### src/rtl/multicycle_control_unit.sv
// Multicycle RISC-V control FSM: registered state, combinational control strobes,
// plus free-running cycle and retired-instruction counters.
module multicycle_control_unit #(
    parameter int CNT_W   = 32,
    parameter bit WAIT_EN = 1'b1
) (
    input  logic             clk,
    input  logic             rst,
    input  logic [6:0]       opcode,
    input  logic [2:0]       funct3,
    input  logic             funct7_5,
    input  logic             zero,
    input  logic             mem_ready,
    output logic             mem_req,
    output logic             MemWrite,
    output logic             IRWrite,
    output logic             PCWrite,
    output logic             RegWrite,
    output logic             AdrSrc,
    output logic [1:0]       ALUSrcA,
    output logic [1:0]       ALUSrcB,
    output logic [1:0]       ResultSrc,
    output logic [1:0]       ImmSrc,
    output logic [2:0]       ALUControl,
    output logic             illegal_instr,
    output logic [3:0]       state_o,
    output logic [CNT_W-1:0] cycle_cnt,
    output logic [CNT_W-1:0] instret_cnt
);

    localparam logic [3:0] S_FETCH    = 4'd0;
    localparam logic [3:0] S_DECODE   = 4'd1;
    localparam logic [3:0] S_MEMADR   = 4'd2;
    localparam logic [3:0] S_MEMREAD  = 4'd3;
    localparam logic [3:0] S_MEMWB    = 4'd4;
    localparam logic [3:0] S_MEMWRITE = 4'd5;
    localparam logic [3:0] S_EXECUTER = 4'd6;
    localparam logic [3:0] S_EXECUTEI = 4'd7;
    localparam logic [3:0] S_ALUWB    = 4'd8;
    localparam logic [3:0] S_BEQ      = 4'd9;
    localparam logic [3:0] S_JAL      = 4'd10;
    localparam logic [3:0] S_ILLEGAL  = 4'd11;

    localparam logic [6:0] OP_LOAD   = 7'b0000011;
    localparam logic [6:0] OP_STORE  = 7'b0100011;
    localparam logic [6:0] OP_RTYPE  = 7'b0110011;
    localparam logic [6:0] OP_ITYPE  = 7'b0010011;
    localparam logic [6:0] OP_BRANCH = 7'b1100011;
    localparam logic [6:0] OP_JAL    = 7'b1101111;

    localparam logic [2:0] ALU_ADD = 3'b000;
    localparam logic [2:0] ALU_SUB = 3'b001;
    localparam logic [2:0] ALU_AND = 3'b010;
    localparam logic [2:0] ALU_OR  = 3'b011;
    localparam logic [2:0] ALU_SLT = 3'b101;

    logic [3:0]       state_reg, state_next;
    logic [CNT_W-1:0] cycle_cnt_reg, instret_cnt_reg;
    logic             rdy;

    // With waits disabled every memory access completes in its first cycle.
    assign rdy = WAIT_EN ? mem_ready : 1'b1;

    function automatic logic [2:0] alu_decode(input logic [2:0] f3, input logic sub_bit);
        case (f3)
            3'b000:  alu_decode = sub_bit ? ALU_SUB : ALU_ADD;
            3'b010:  alu_decode = ALU_SLT;
            3'b110:  alu_decode = ALU_OR;
            3'b111:  alu_decode = ALU_AND;
            default: alu_decode = ALU_ADD;
        endcase
    endfunction

    always_comb begin
        state_next    = state_reg;
        mem_req       = 1'b0;
        MemWrite      = 1'b0;
        IRWrite       = 1'b0;
        PCWrite       = 1'b0;
        RegWrite      = 1'b0;
        AdrSrc        = 1'b0;
        ALUSrcA       = 2'b00;
        ALUSrcB       = 2'b00;
        ResultSrc     = 2'b00;
        ImmSrc        = 2'b00;
        ALUControl    = ALU_ADD;
        illegal_instr = 1'b0;
        case (state_reg)
            S_FETCH: begin
                mem_req   = 1'b1;
                ALUSrcB   = 2'b10;
                ResultSrc = 2'b10;
                IRWrite   = rdy;
                PCWrite   = rdy;
                if (rdy) state_next = S_DECODE;
            end
            S_DECODE: begin
                ALUSrcA = 2'b01;
                ALUSrcB = 2'b01;
                ImmSrc  = 2'b10;
                case (opcode)
                    OP_LOAD, OP_STORE: state_next = S_MEMADR;
                    OP_RTYPE:          state_next = S_EXECUTER;
                    OP_ITYPE:          state_next = S_EXECUTEI;
                    OP_BRANCH:         state_next = (funct3 == 3'b000) ? S_BEQ : S_ILLEGAL;
                    OP_JAL:            state_next = S_JAL;
                    default:           state_next = S_ILLEGAL;
                endcase
            end
            S_MEMADR: begin
                ALUSrcA    = 2'b10;
                ALUSrcB    = 2'b01;
                ImmSrc     = (opcode == OP_STORE) ? 2'b01 : 2'b00;
                state_next = (opcode == OP_STORE) ? S_MEMWRITE : S_MEMREAD;
            end
            S_MEMREAD: begin
                mem_req = 1'b1;
                AdrSrc  = 1'b1;
                if (rdy) state_next = S_MEMWB;
            end
            S_MEMWB: begin
                ResultSrc  = 2'b01;
                RegWrite   = 1'b1;
                state_next = S_FETCH;
            end
            S_MEMWRITE: begin
                mem_req  = 1'b1;
                MemWrite = 1'b1;
                AdrSrc   = 1'b1;
                if (rdy) state_next = S_FETCH;
            end
            S_EXECUTER: begin
                ALUSrcA    = 2'b10;
                ALUControl = alu_decode(funct3, funct7_5);
                state_next = S_ALUWB;
            end
            S_EXECUTEI: begin
                ALUSrcA    = 2'b10;
                ALUSrcB    = 2'b01;
                ALUControl = alu_decode(funct3, 1'b0);
                state_next = S_ALUWB;
            end
            S_ALUWB: begin
                RegWrite   = 1'b1;
                state_next = S_FETCH;
            end
            S_BEQ: begin
                ALUSrcA    = 2'b10;
                ALUControl = ALU_SUB;
                PCWrite    = zero;
                state_next = S_FETCH;
            end
            S_JAL: begin
                ALUSrcA    = 2'b01;
                ALUSrcB    = 2'b10;
                PCWrite    = 1'b1;
                state_next = S_ALUWB;
            end
            // ILLEGAL and unused codes park here until reset.
            default: begin
                illegal_instr = 1'b1;
                state_next    = S_ILLEGAL;
            end
        endcase
    end

    always_ff @(posedge clk or posedge rst) begin
        if (rst) begin
            state_reg       <= S_FETCH;
            cycle_cnt_reg   <= '0;
            instret_cnt_reg <= '0;
        end else begin
            state_reg     <= state_next;
            cycle_cnt_reg <= cycle_cnt_reg + CNT_W'(1);
            // An instruction retires whenever control returns to FETCH.
            if (state_next == S_FETCH && state_reg != S_FETCH)
                instret_cnt_reg <= instret_cnt_reg + CNT_W'(1);
        end
    end

    assign state_o     = state_reg;
    assign cycle_cnt   = cycle_cnt_reg;
    assign instret_cnt = instret_cnt_reg;

endmodule

### config.mk
export PLATFORM = sky130hd
export DESIGN_NAME = multicycle_control_unit
export DESIGN_NICKNAME = d
export VERILOG_FILES = /design/src/rtl/multicycle_control_unit.sv
export SDC_FILE = /design/constraint.sdc
export NUM_CORES = 1
export LEC_CHECK = 0
export BUFFER_PORTS_ARGS = -buffer_cell sky130_fd_sc_hd__buf_2
export CAP_MARGIN = 20
export CELL_PAD_IN_SITES_DETAIL_PLACEMENT = 1
export CELL_PAD_IN_SITES_GLOBAL_PLACEMENT = 2
export CORE_ASPECT_RATIO = 0.75
export CORE_MARGIN = 2
export CORE_UTILIZATION = 31
export DETAILED_ROUTE_END_ITERATION = 10
export PLACE_DENSITY_LB_ADDON = 0.08
export SLEW_MARGIN = 10
export SYNTH_ARGS = -nofsm -noshare
export SYNTH_HDL_FRONTEND = slang
export SYNTH_SLANG_ARGS = --single-unit
### constraint.sdc
create_clock -name clk -period 2.9 [get_ports clk]
set_input_delay 0.145 -clock clk [delete_from_list [all_inputs] [get_ports clk]]
set_output_delay 0.145 -clock clk [all_outputs]
set_load 0.005 [all_outputs]
; ---- After elaboration in Yosys (flattened, before gate mapping)
; Index checks and enable logic that the tools add are counted.
[op_classes]
reduce_logical = 16
eq_ne = 19
add_sub_neg = 2
n_mux = 23
[op_table]
columns = operator, count
row1 = 32-bit by 1-bit adder with 32-bit output (second input constant), 2
row2 = 4-bit case mux with 7 select lines, 1
row3 = 4-bit case mux with 5 select lines, 1
row4 = 3-bit case mux with 3 select lines, 2
row5 = 4-bit by 3-bit == test with 1-bit output (second input constant), 4
row6 = 2-bit case mux with 2 select lines, 4
row7 = 7-bit by 6-bit == test with 1-bit output (second input constant), 2
row8 = 7-bit == test (second input constant), 2
row9 = 4-bit == test (second input constant), 3
row10 = 4-bit 2-to-1 mux, 3
row11 = 3-bit case mux with 4 select lines, 1
row12 = 3-bit OR reduction, 4
row13 = 11-bit OR reduction, 1
row14 = 2-bit OR reduction, 5
row15 = 4-bit by 2-bit == test with 1-bit output (second input constant), 2
row16 = 4-bit logical NOT, 2
row17 = 1-bit 2-to-1 mux, 8
row18 = 7-bit by 2-bit == test with 1-bit output (second input constant), 1
row19 = 7-bit by 5-bit == test with 1-bit output (second input constant), 1
row20 = 3-bit == test (second input constant), 2
row21 = 4-bit by 1-bit == test with 1-bit output (second input constant), 1
row22 = 4-bit nonzero test, 1
row23 = 4-bit OR reduction, 1
row24 = 3-bit by 2-bit == test with 1-bit output (second input constant), 1
row25 = 5 further kinds, 5
[word_totals]
input_bits = 15
regBits = 68
elab_cells = 63
output_inout_bits = 86

; ---- Longest topological paths before layout
; Gate-level depths: netlist (run 1).
[logic_depth]
depth_word = 6
depth_mapped = 8
mapped_depth_nobuf = 6

; ---- Worst setup path before layout (run 1)
; No wires, ideal clock.
[synth_path]
kind = register to register
from = register state_reg[2], in the netlist state_o[2]
to = register instret_cnt_reg[18], in the netlist instret_cnt[18]
path_buffers = 2
setup_time_ns = 0.125
setup_slack_ns = 0.735
required_time_ns = 2.775
arrival_ns = 2.041
stages_incl_launch_ff = 9
synth_period_minus_slack_ns = 2.165
path_cell_list = dfrtp_1 buf_2 or2_2 nand2_1 o31ai_1 or3_1 buf_6 or3_4 xnor2_2
[synth_via]
elab_chain_len = 5
elab_cells_between_ends = 20
classes_between = eq/ne: 10 / mux: 4 / reduce/logical: 6
[synth_rtl]
columns = element, line_no
row1 = start: declaration, 57  ; logic [3:0] state_reg, state_next;
row2 = start signal: assignment, 173  ; state_reg <= state_next;
row3 = 4-bit by 3-bit == test with 1-bit output or 4-bit == test (tied branches), 88  ; case (state_reg)
row4 = 3-bit OR reduction (no line), n/a
row5 = 4-bit case mux with 7 select lines, 88
row6 = 4-bit logical NOT, 176  ; if (state_next == S_FETCH && state_reg != S_FETCH)
row7 = 1-bit logical AND *, 176
row8 = end signal: assignment, 177  ; instret_cnt_reg <= instret_cnt_reg + CNT_W'(1);
row9 = end: declaration, 58  ; logic [CNT_W-1:0] cycle_cnt_reg, instret_cnt_reg;
; Every way passes the cells marked *; elsewhere a longest branch is shown, timed or not.
; A chain may end at the register's enable or synchronous reset.

; ---- Final worst setup path (run 1)
[layout_path]
from = register state_reg[1], in the netlist state_o[1]
to = register instret_cnt_reg[18], in the netlist instret_cnt[18]
[layout_via]
elab_chain_len = 5
elab_cells_between_ends = 20
classes_between = eq/ne: 10 / mux: 4 / reduce/logical: 6
[layout_rtl]
columns = element, line_no
row1 = 4-bit by 3-bit == test with 1-bit output or 4-bit == test (tied branches), 88
row2 = 3-bit OR reduction (no line), n/a
row3 = 4-bit case mux with 7 select lines *, 88
row4 = via state_next[1], 57
row5 = 4-bit logical NOT *, 176
row6 = 1-bit logical AND *, 176
; Mark *: on every way through the listed nets, which the timed path passes. The rest lies on a longest branch.

==> key figures, run 1 <==
Outcome
  • Status: complete, no violations

Global routing
  • First-pass GRT wire length: 14.97 mm
  • Initial antenna violation count: 0
  • Total congestion overflow: 0
  • Gr usage total: 15.75%
  • Vias in the first global route: 2,827
  • Largest net degree at the start of global routing: 69

Power and ir drop
  • Pint: 2.181 mW
  • Switching pwr: 1.134 mW
  • Leak: 2.238 nW
  • Sequential Power Share: 34.5%
  • Sw Ratio: 34.22%
  • Overall power: 3.315 mW
  • Pwr dens: 751.5 mW/mm²
  • Worst vdd ir: 351.1 µV
  • Comb pwr share: 29.3%
  • Clk pwr share: 36.2%

Logic synthesis
  • Biggest area consumer among synthesized cells: dfrtp_1
  • Syn_nets: 356
  • Number of synthesized flops with an enable pin: 0
  • Synth Instances: 339
  • Yosys warning count: 0
  • Synthesized area: 0.003437 mm²
  • Area share of the largest cell type after synthesis: 49.51%
  • Count leader, synth: dfrtp_1
  • Seq cells post-synth: 68
  • Sequential cell area fraction in the yosys report: 49.51%
  • Avg Inst Size Synth: 10.14 µm²
  • Asr flop ratio synth: 100.0%
  • Top post-synthesis cells by count: dfrtp_1 (68), xnor2_1 (46), nand2_1 (34)
  • Synth area leaders: dfrtp_1 (50%), xnor2_1 (12%), xor2_1 (4.1%)
  • Synth cell types: 42
  • Main flop type after synthesis: dfrtp_1

Place
  • Port Buffers: 100
  • GP Congestion: 0.7729
  • HPWL Detailed: 6.484 mm

Clock network
  • Post-CTS Setup Inserts: 0
  • Hold-fix buffers, CTS: 0
  • Clock Tree Buf Depth: 2
  • Htree depth: 3
  • Resized cells post-CTS: 0
  • CTS Buf Count: 9
  • Clock root buffer: clkbuf_16
  • Clk sinks: 68
  • Clock Latency Late Sink: 0.32 ns
  • CTS tree: yes
  • Worst-path clk slew: 0.06 ns

Worst setup path
  • Worst EP arrival: 2.65 ns
  • CP max FO: 17
  • Critical path required time: 3.11 ns
  • Critical Path End Type: flop
  • Critical path type: reg -> reg
  • CP Launch Type: flop
  • Reg2Reg Depth: 6
  • Reg-to-reg slack, setup: 0.46 ns

Timing
  • Final min period: 2.445 ns
  • RSZ-0062 raised after global routing: no
  • Final hold vios: 0
  • Fmax: 409.0 MHz
  • Final slew viol count: 0
  • # setup viols final: 0
  • Setup Skew: 0.006536 ns
  • Setup TNS: 0 ns
  • Slew at the pin closest to its max-slew limit: 0.9171 ns
  • Slew Limit Headroom: 38.86%
  • Final period util: 84.30%

Die
  • Row count: 33
  • Die Span X: 125.6 µm
  • Number of top-level pins: 101
  • Initial Util: 31.65%
  • Core Area: 0.01086 mm²
  • Die footprint: 0.01195 mm²
  • Die Ht: 95.19 µm

Hold path
  • Hold Path Class: in -> async

Drt
  • Router iterations before antenna repair: 4
  • Via density: 4.795
  • Final WL: 9.071 mm
  • Via count: 2,805
  • DR WL/cell: 15.51 µm
  • Post-route DRC: 0
  • Starting DRT DRC Count: 120
  • Routed Antenna Nets: 0

Final layout
  • Proportion of layout cells with a drive suffix above 1: 29.89%
  • Antenna fix cells: 0
  • Nets: 457
  • Layout Utilization: 40.63%
  • Area growth, synth to finish: 28.36%

Job
  • Max Cap Viol: 0
## cell usage in the layout (no fill, tap or decap), types with 2 or more instances in the layout
| master | count |
|---|---|
| a21o_1 | 2 |
| a21oi_1 | 5 |
| a31oi_1 | 2 |
| and2_1 | 5 |
| and3_1 | 16 |
| and4_1 | 5 |
| buf_2 | 100 |
| buf_4 | 6 |
| bufinv_16 | 2 |
| clkbuf_16 | 9 |
| clkinvlp_4 | 2 |
| dfrtp_1 | 68 |
| ha_1 | 2 |
| inv_1 | 4 |
| nand2_1 | 34 |
| nand3_1 | 21 |
| nand3b_1 | 2 |
| nand4_1 | 22 |
| nor2_1 | 22 |
| nor2b_1 | 7 |
| nor3_1 | 9 |
| nor3b_1 | 3 |
| nor4_1 | 2 |
| o21ai_0 | 5 |
| o22ai_1 | 2 |
| o31ai_1 | 2 |
| or2_2 | 3 |
| or3_4 | 2 |
| xnor2_1 | 46 |
| xnor2_2 | 2 |
| xor2_1 | 16 |
## power by group through the flow
| stage | registers [mW] | clock network, mW | logic, mW |
|---|---|---|---|
| floorplan | 1.09 | 0 | 0.701 |
| global placement | 1.16 | 0 | 0.976 |
| CTS | 1.15 | 1.24 | 0.991 |
| global route | 1.16 | 1.28 | 1.09 |
| detailed placement | 1.16 | 0 | 0.980 |
| finish | 1.14 | 1.20 | 0.972 |
## stage by stage
step	cell area, µm²	hold WS [ns]	std cells	worst slack [ns]
floorplan	3437	0.3234	339	0.7345
global placement	4085	0.4567	569	0.4928
detailed placement	4085	0.4614	569	0.4535
CTS	4412	0.1316	585	0.4400
global route	4412	0.1440	585	0.2773
finish	4412	0.07225	585	0.4553
## routing by layer
metal	track usage [%]	vias up	part of all wire [%]
met5	0	-	0
met4	3.889	0	0.84
met3	4.770	7	5.1
met2	22.57	62	42
met1	23.12	1355	52
li1	-	1381	-
## worst max-delay path, stage by stage (launching register included)
cell and delay (ns):
dfrtp_1 0.66, nor2b_1 0.22, nand2_1 0.20, o221ai_2 0.16
or3_1 0.51, or3_4 0.44, xnor2_2 0.13
## cell type report
class,count,area (µm²)
Fill cell,1276,6447
Sequential cell,68,1702
Timing Repair Buffer,106,545.5
Clock inverter,5,83.83
Multi-Input combinational cell,250,1644
Tap cell,140,175.2
Inverter,5,18.77
Clock buffer,11,242.7
## cell families (layout without fill, tap and decap cells)
logic type | Yosys count | after routing | share of synthesized area [%]
compound gates | 22 | 22 | 4.222
xor+xnor | 64 | 64 | 16.75
fa+ha+maj | 2 | 2 | 0.7280
buf+inv | 21 | 127 | 2.658
flops | 68 | 68 | 49.51
simple gates | 162 | 162 | 26.14
## worst paths after layout
path | end | from
worst max-delay path | instret_cnt[18] | state_o[1]
worst min-delay path | cycle_cnt[24] | rst
worst min register to register | cycle_cnt[31] | cycle_cnt[31]
worst max register to register | instret_cnt[18] | state_o[1]
max in group asynchronous | state_o[0] | rst
min in group clk | state_o[2] | opcode[0]
Note: power is estimated with default switching activity, not from simulation.
==> run 2: changes to the inputs <==
--- a/config.mk
+++ b/config.mk
@@ -5,13 +5,14 @@
 export SDC_FILE = /design/constraint.sdc
 export NUM_CORES = 1
 export LEC_CHECK = 0
+export ABC_AREA = 1
 export BUFFER_PORTS_ARGS = -buffer_cell sky130_fd_sc_hd__buf_2
 export CAP_MARGIN = 20
 export CELL_PAD_IN_SITES_DETAIL_PLACEMENT = 1
 export CELL_PAD_IN_SITES_GLOBAL_PLACEMENT = 2
 export CORE_ASPECT_RATIO = 0.75
 export CORE_MARGIN = 2
-export CORE_UTILIZATION = 31
+export CORE_UTILIZATION = 30
 export DETAILED_ROUTE_END_ITERATION = 10
 export PLACE_DENSITY_LB_ADDON = 0.08
 export SLEW_MARGIN = 10
==> constraint.sdc (replaced) <==
create_clock -name clk -period 2.45 [get_ports clk]
set_input_delay 0.1225 -clock clk [delete_from_list [all_inputs] [get_ports clk]]
set_output_delay 0.1225 -clock clk [all_outputs]
set_load 0.005 [all_outputs]
==> key figures, run 2 <==
Outcome
  • Status: complete, no violations

Die
  • Die Span X: 141.9 µm
  • Number of top-level pins: 101
  • Core Area: 0.01384 mm²
  • Row count: 37
  • Die footprint: 0.01524 mm²
  • Initial Util: 30.90%
  • Die Ht: 107.4 µm

Drt
  • Post-route DRC: 0
  • Starting DRT DRC Count: 135
  • DR WL/cell: 15.94 µm
  • Via count: 4,247
  • Final WL: 14.25 mm
  • Router iterations before antenna repair: 5
  • Routed Antenna Nets: 0
  • Via density: 4.751

Final layout
  • Reg area: 0.001702 mm²
  • Area occupied by multi-input gates: 0.002291 mm²
  • Filler cell count: 1,801
  • Fin area: 0.005281 mm²
  • Area growth, synth to finish: 23.46%
  • Most frequent cells in the layout: nand2_1 (229), buf_2 (100), nor2_1 (83)
  • Proportion of layout cells with a drive suffix above 1: 20.03%
  • Nets: 732
  • Antenna fix cells: 0
  • Commonest non-fill, non-tap cell in the layout: nand2_1

Logic synthesis
  • Count leader, synth: nand2_1
  • Seq cells post-synth: 68
  • Top post-synthesis cells by count: nand2_1 (229), nor2_1 (83), dfrtp_1 (68)
  • Sequential cell area fraction in the yosys report: 39.78%
  • Syn_nets: 624
  • Asr flop ratio synth: 100.0%
  • Yosys warning count: 0
  • Biggest area consumer among synthesized cells: dfrtp_1
  • Number of synthesized flops with an enable pin: 0
  • Synth Instances: 607
  • Synth area leaders: dfrtp_1 (40%), nand2_1 (20%), nor2_1 (7.3%)
  • Synth cell types: 27
  • Synthesized area: 0.004278 mm²
  • Avg Inst Size Synth: 7.048 µm²
  • Area share of the largest cell type after synthesis: 39.78%
  • Main flop type after synthesis: dfrtp_1

Power and ir drop
  • Pwr dens: 485.3 mW/mm²
  • Switching pwr: 0.5408 mW
  • Pint: 2.022 mW
  • Leak: 2.808 nW
  • Worst vdd ir: 303.5 µV
  • Sw Ratio: 21.10%
  • Overall power: 2.563 mW
  • Comb pwr share: 2.2%
  • Clk pwr share: 54.0%
  • Sequential Power Share: 43.8%

Global routing
  • Total congestion overflow: 0
  • First-pass GRT wire length: 23.49 mm
  • Largest net degree at the start of global routing: 49
  • Vias in the first global route: 4,319
  • Initial antenna violation count: 0
  • Gr usage total: 19.84%

Worst setup path
  • Critical path required time: 2.67 ns
  • CP Launch Type: flop
  • Reg-to-reg slack, setup: 0.53 ns
  • Worst EP arrival: 2.14 ns
  • Critical path cell sequence: nand2_1 > nand2_1 > nand2_1 > nand2_1 > inv_1 > nand2_1 > nor2_1 > nand3_4 > nand2_1 > nand2_1
  • Critical path type: reg -> reg
  • Most used cell, CP: nand2_1
  • Reg2reg start: state_o[1]
  • Bufs and invs on worst path: 1
  • Critical path's top delay family: simple AND/OR/NAND/NOR gates
  • CP peak stage delay: 0.44 ns
  • CP max-delay cell: dfrtp_1
  • Critical Path End Type: flop
  • CP max FO: 32
  • Reg2Reg Depth: 10
  • RR Endpoint: instret_cnt[9]

Timing
  • # setup viols final: 0
  • Slew at the pin closest to its max-slew limit: 0.5137 ns
  • Final slew viol count: 0
  • Setup Skew: 0.006124 ns
  • Final min period: 1.919 ns
  • RSZ-0062 raised after global routing: no
  • Final period util: 78.31%
  • Slew Limit Headroom: 65.71%
  • Fin Hold WS: 0.06135 ns
  • Final hold vios: 0
  • Fmax: 521.2 MHz
  • Setup TNS: 0 ns

Hold path
  • Hold Path Depth: 2
  • Worst Hold End: state_o[0]
  • Hold Path Class: in -> reg
  • Hold_sp: opcode[5]

Clock network
  • Clock root buffer: clkbuf_16
  • Clk sinks: 68
  • Worst-path clk slew: 0.06 ns
  • Post-CTS Setup Inserts: 0
  • Clock Tree Buf Depth: 2
  • CTS Buf Count: 9
  • Htree depth: 3
  • Clock Latency Late Sink: 0.33 ns
  • CTS tree: yes

Job
  • Max Cap Viol: 0

Place
  • Port Buffers: 100
  • GP Congestion: 0.8191
  • DP Area: 0.004965 mm²
  • HPWL Detailed: 11.13 mm
run 2: cell types whose count changed after synthesis, sizes merged, moves of 13 or more:
cell	before	now
nand2	34	231
nor2	22	93
inv	5	54
nand3	21	56
xnor2	48	15
and3	16	0
nand4	22	7
nand3b	2	16
xor2	16	29
run 2: per-stage QoR:
stage	util (%)	instances	worst slack [ns]
floorplan	-	607	0.6160
global placement	35.87	878	0.5179
detailed placement	35.87	878	0.4888
CTS	38.15	894	0.4775
global route	38.15	894	0.2625
finish	38.15	894	0.5315
run 2: power groups by stage:
stage,sequential (mW),clock (mW),combinational (mW)
floorplan,1.14,0,0.0278
global placement,1.14,0,0.0562
detailed placement,1.14,0,0.0583
CTS,1.12,1.42,0.0600
global route,1.12,1.47,0.0671
finish,1.12,1.38,0.0568
run 2: worst reg2reg max path: stages, from the launching register on:
cell     delay, ns
dfrtp_1       0.44
nand2_1       0.16
nand2_1       0.07
nand2_1       0.10
nand2_1       0.11
inv_1         0.07
nand2_1       0.04
nor2_1        0.18
nand3_4       0.37
nand2_1       0.21
nand2_1       0.06
run 2: layout make-up:
| cell class | count | area share [%] |
|---|---|---|
| Clock inverter | 5 | 1.469 |
| Sequential cell | 68 | 32.22 |
| Inverter | 54 | 3.838 |
| Clock buffer | 10 | 4.335 |
| Timing Repair Buffer | 106 | 10.61 |
| Tap cell | 175 | 4.146 |
| Multi-Input combinational cell | 476 | 43.38 |
run 2: cells by family (layout without fill, tap and decap cells):
kind of cell | Yosys count | count (layout) | share of synthesized area (%)
AND/OR/NAND/NOR | 421 | 421 | 42.67
flip-flops | 68 | 68 | 39.78
buffers and inverters | 63 | 175 | 6.668
XOR/XNOR | 44 | 44 | 9.008
AO/OA/AOI/OAI | 9 | 9 | 1.287
adder cells (fa/ha/maj) | 2 | 2 | 0.5849
run 2: how the worst max path moves through the flow:
stage	from	to	slack, ns	cells past startpoint
3_3_place_gp	state_o[1]	instret_cnt[31]	0.52	10
4_1_cts	state_o[1]	instret_cnt[31]	0.48	10
6_report	state_o[1]	instret_cnt[9]	0.53	10
2_1_floorplan	rst	cycle_cnt[0]	0.62	1
3_5_place_dp	state_o[1]	instret_cnt[28]	0.49	10
5_1_grt	state_o[0]	instret_cnt[10]	0.26	10
run 2: what timing repair did:
| action | CTS | global route |
|---|---|---|
| hold buffers | 1 | 0 |
| gates resized for setup | 0 | 0 |
| endpoints found under the hold margin | 20 | 0 |
| setup endpoints to repair | 0 | 0 |
run 2: routing by layer:
metal,track usage (%),up-vias,part of all wire [%]
li1,-,2126,-
met1,29.81,2030,54
met2,29.68,80,41
met3,3.603,11,4.3
met4,4.071,0,0.74
met5,0,-,0
==> run 3: changes to the inputs <==
--- a/config.mk
+++ b/config.mk
@@ -5,14 +5,14 @@
 export SDC_FILE = /design/constraint.sdc
 export NUM_CORES = 1
 export LEC_CHECK = 0
-export ABC_AREA = 1
+export ABC_AREA = 0
 export BUFFER_PORTS_ARGS = -buffer_cell sky130_fd_sc_hd__buf_2
 export CAP_MARGIN = 20
 export CELL_PAD_IN_SITES_DETAIL_PLACEMENT = 1
 export CELL_PAD_IN_SITES_GLOBAL_PLACEMENT = 2
 export CORE_ASPECT_RATIO = 0.75
 export CORE_MARGIN = 2
-export CORE_UTILIZATION = 30
+export CORE_UTILIZATION = 31
 export DETAILED_ROUTE_END_ITERATION = 10
 export PLACE_DENSITY_LB_ADDON = 0.08
 export SLEW_MARGIN = 10
==> constraint.sdc (replaced) <==
create_clock -name clk -period 1.95 [get_ports clk]
set_input_delay 0.0975 -clock clk [delete_from_list [all_inputs] [get_ports clk]]
set_output_delay 0.0975 -clock clk [all_outputs]
set_load 0.005 [all_outputs]
==> key figures, run 3 (synthesis results as in run 1) <==
Clock network
  • Clock root buffer: clkbuf_16
  • Htree depth: 3
  • CTS Buf Count: 9
  • CTS tree: yes
  • Clk sinks: 68
  • Clock Tree Buf Depth: 2
  • Worst-path clk slew: 0.06 ns
  • Clock Latency Late Sink: 0.33 ns

Global routing
  • Gr usage total: 16.53%
  • Total congestion overflow: 0
  • Largest net degree at the start of global routing: 28
  • First-pass GRT wire length: 15.61 mm
  • Vias in the first global route: 3,096
  • Initial antenna violation count: 0

Power and ir drop
  • Sw Ratio: 34.32%
  • Switching pwr: 2.057 mW
  • Pint: 3.936 mW
  • Worst vdd ir: 522.4 µV
  • Clk pwr share: 26.8%
  • Leak: 2.591 nW
  • Overall power: 5.992 mW
  • Comb pwr share: 46.0%
  • Sequential Power Share: 27.2%
  • Pwr dens: 1171 mW/mm²

Outcome
  • Status: complete, but fails checks
  • Failing checks: negative setup slack

Place
  • DP Area: 0.004446 mm²
  • Port Buffers: 100
  • HPWL Detailed: 7.109 mm
  • GP Congestion: 0.7969

Timing
  • Final min period: 1.969 ns
  • Setup WS post-layout: -0.01926 ns
  • Final hold vios: 0
  • Final period util: 101.0%
  • Setup Skew: 0.007851 ns
  • Fmax: 507.8 MHz
  • Setup TNS: -0.01926 ns
  • Slew Limit Headroom: 60.36%
  • Final slew viol count: 0
  • Slew at the pin closest to its max-slew limit: 0.5937 ns
  • # setup viols final: 1
  • RSZ-0062 raised after global routing: yes
  • Fin Hold WS: 0.1166 ns

Die
  • Die footprint: 0.01195 mm²
  • Initial Util: 31.65%
  • Die Span X: 125.6 µm
  • Die Ht: 95.19 µm
  • Core Area: 0.01086 mm²
  • Number of top-level pins: 101
  • Row count: 33

Worst setup path
  • CP max FO: 6
  • Most used cell, CP: or3_4
  • Critical Path End Type: flop
  • CP Launch Type: flop
  • Worst EP arrival: 2.19 ns
  • Critical path cell sequence: and4b_1 > a31oi_4 > o22ai_4 > or3_4 > or3_4 > xnor2_2
  • CP peak stage delay: 0.44 ns
  • Critical path type: reg -> reg
  • CP max-delay cell: dfrtp_2
  • Critical path required time: 2.17 ns

Final layout
  • Nets: 513
  • Most frequent cells in the layout: buf_2 (100), dfrtp_1 (64), buf_4 (51)
  • Proportion of layout cells with a drive suffix above 1: 44.11%
  • Area occupied by multi-input gates: 0.001869 mm²
  • Filler cell count: 1,221
  • Reg area: 0.001707 mm²
  • Fin area: 0.005116 mm²
  • Area growth, synth to finish: 48.85%
  • Antenna fix cells: 0
  • Commonest non-fill, non-tap cell in the layout: buf_2

Drt
  • Post-route DRC: 0
  • Starting DRT DRC Count: 88
  • DR WL/cell: 15.56 µm
  • Via density: 4.791
  • Via count: 3,071
  • Final WL: 9.971 mm
  • Router iterations before antenna repair: 5
  • Routed Antenna Nets: 0

Job
  • Max Cap Viol: 0

Hold path
  • Hold Path Class: in -> reg
==> run 3: changes by cell type in the layout (fill, tap and decap cells not counted), sizes merged, moves of 16 or more <==
cell / change
nand3: -35
xnor2: +33
nand2: -197
inv: -49
and3: +16
buf: +54
nor2: -71
==> run 3: timing repair <==
item | in CTS | in global routing
buffers inserted | 1 | 8
pin swaps | 4 | 17
hold buffers | 1 | 0
cloned | 0 | 3
endpoints found under the setup margin | 13 | 37
hold endpoints to repair | 25 | 0
gates resized for setup | 14 | 34
==> run 3: path summary, 6_finish.rpt <==
check / start / to / slack, ns / cells past startpoint
min: opcode[5] / state_o[0] / 0.12 / 4
max in group asynchronous: rst / state_o[3] / 0.85 / 4
min reg2reg: instret_cnt[31] / instret_cnt[31] / 0.47 / 1
min in group asynchronous: rst / instret_cnt[6] / 0.40 / 3
max: state_o[0] / instret_cnt[18] / -0.02 / 6
max reg2reg: state_o[0] / instret_cnt[18] / -0.02 / 6
==> run 3: critical path: cells and delay by family, from the launching register on <==
| family | cells | cell delay [ns] |
|---|---|---|
| AND/OR/NAND/NOR | 3 | 0.97 |
| flip-flops | 1 | 0.44 |
| AO/OA/AOI/OAI | 2 | 0.31 |
| XOR/XNOR | 1 | 0.14 |
==> run 3: final cells by class <==
cell class | count | share of cell area [%]
Clock buffer | 12 | 4.818
Clock inverter | 4 | 0.9538
Inverter | 5 | 0.3668
Multi-Input combinational cell | 250 | 36.54
Sequential cell | 68 | 33.36
Tap cell | 140 | 3.424
Timing Repair Buffer | 162 | 20.54
==> run 3: power by group through the flow <==
stage / Sequential (mW) / Clock (mW) / Combinational, mW
CTS: 1.62 / 1.65 / 2.04
finish: 1.63 / 1.60 / 2.76
global route: 1.65 / 1.71 / 2.98
global placement: 1.64 / 0 / 1.89
floorplan: 1.63 / 0 / 1.11
detailed placement: 1.65 / 0 / 1.93
==> run 3: stage by stage <==
| stage | std cells | worst slack, ns | util [%] |
|---|---|---|---|
| 2_1_floorplan | 339 | -0.1120 | - |
| 3_3_place_gp | 612 | -0.1726 | 40.94 |
| 3_5_place_dp | 612 | -0.2044 | 40.94 |
| 4_1_cts | 630 | -0.04199 | 44.35 |
| 5_1_grt | 641 | -0.08015 | 47.11 |
| 6_report | 641 | -0.01926 | 47.11 |
==> run 3: layer usage <==
layer | global-route usage (%) | wire length (µm) | vias up
met5 | 0 | 0 | -
met4 | 5.278 | 117 | 0
met3 | 3.928 | 407 | 10
met2 | 26.13 | 4570 | 57
met1 | 22.60 | 4876 | 1513
li1 | - | - | 1491
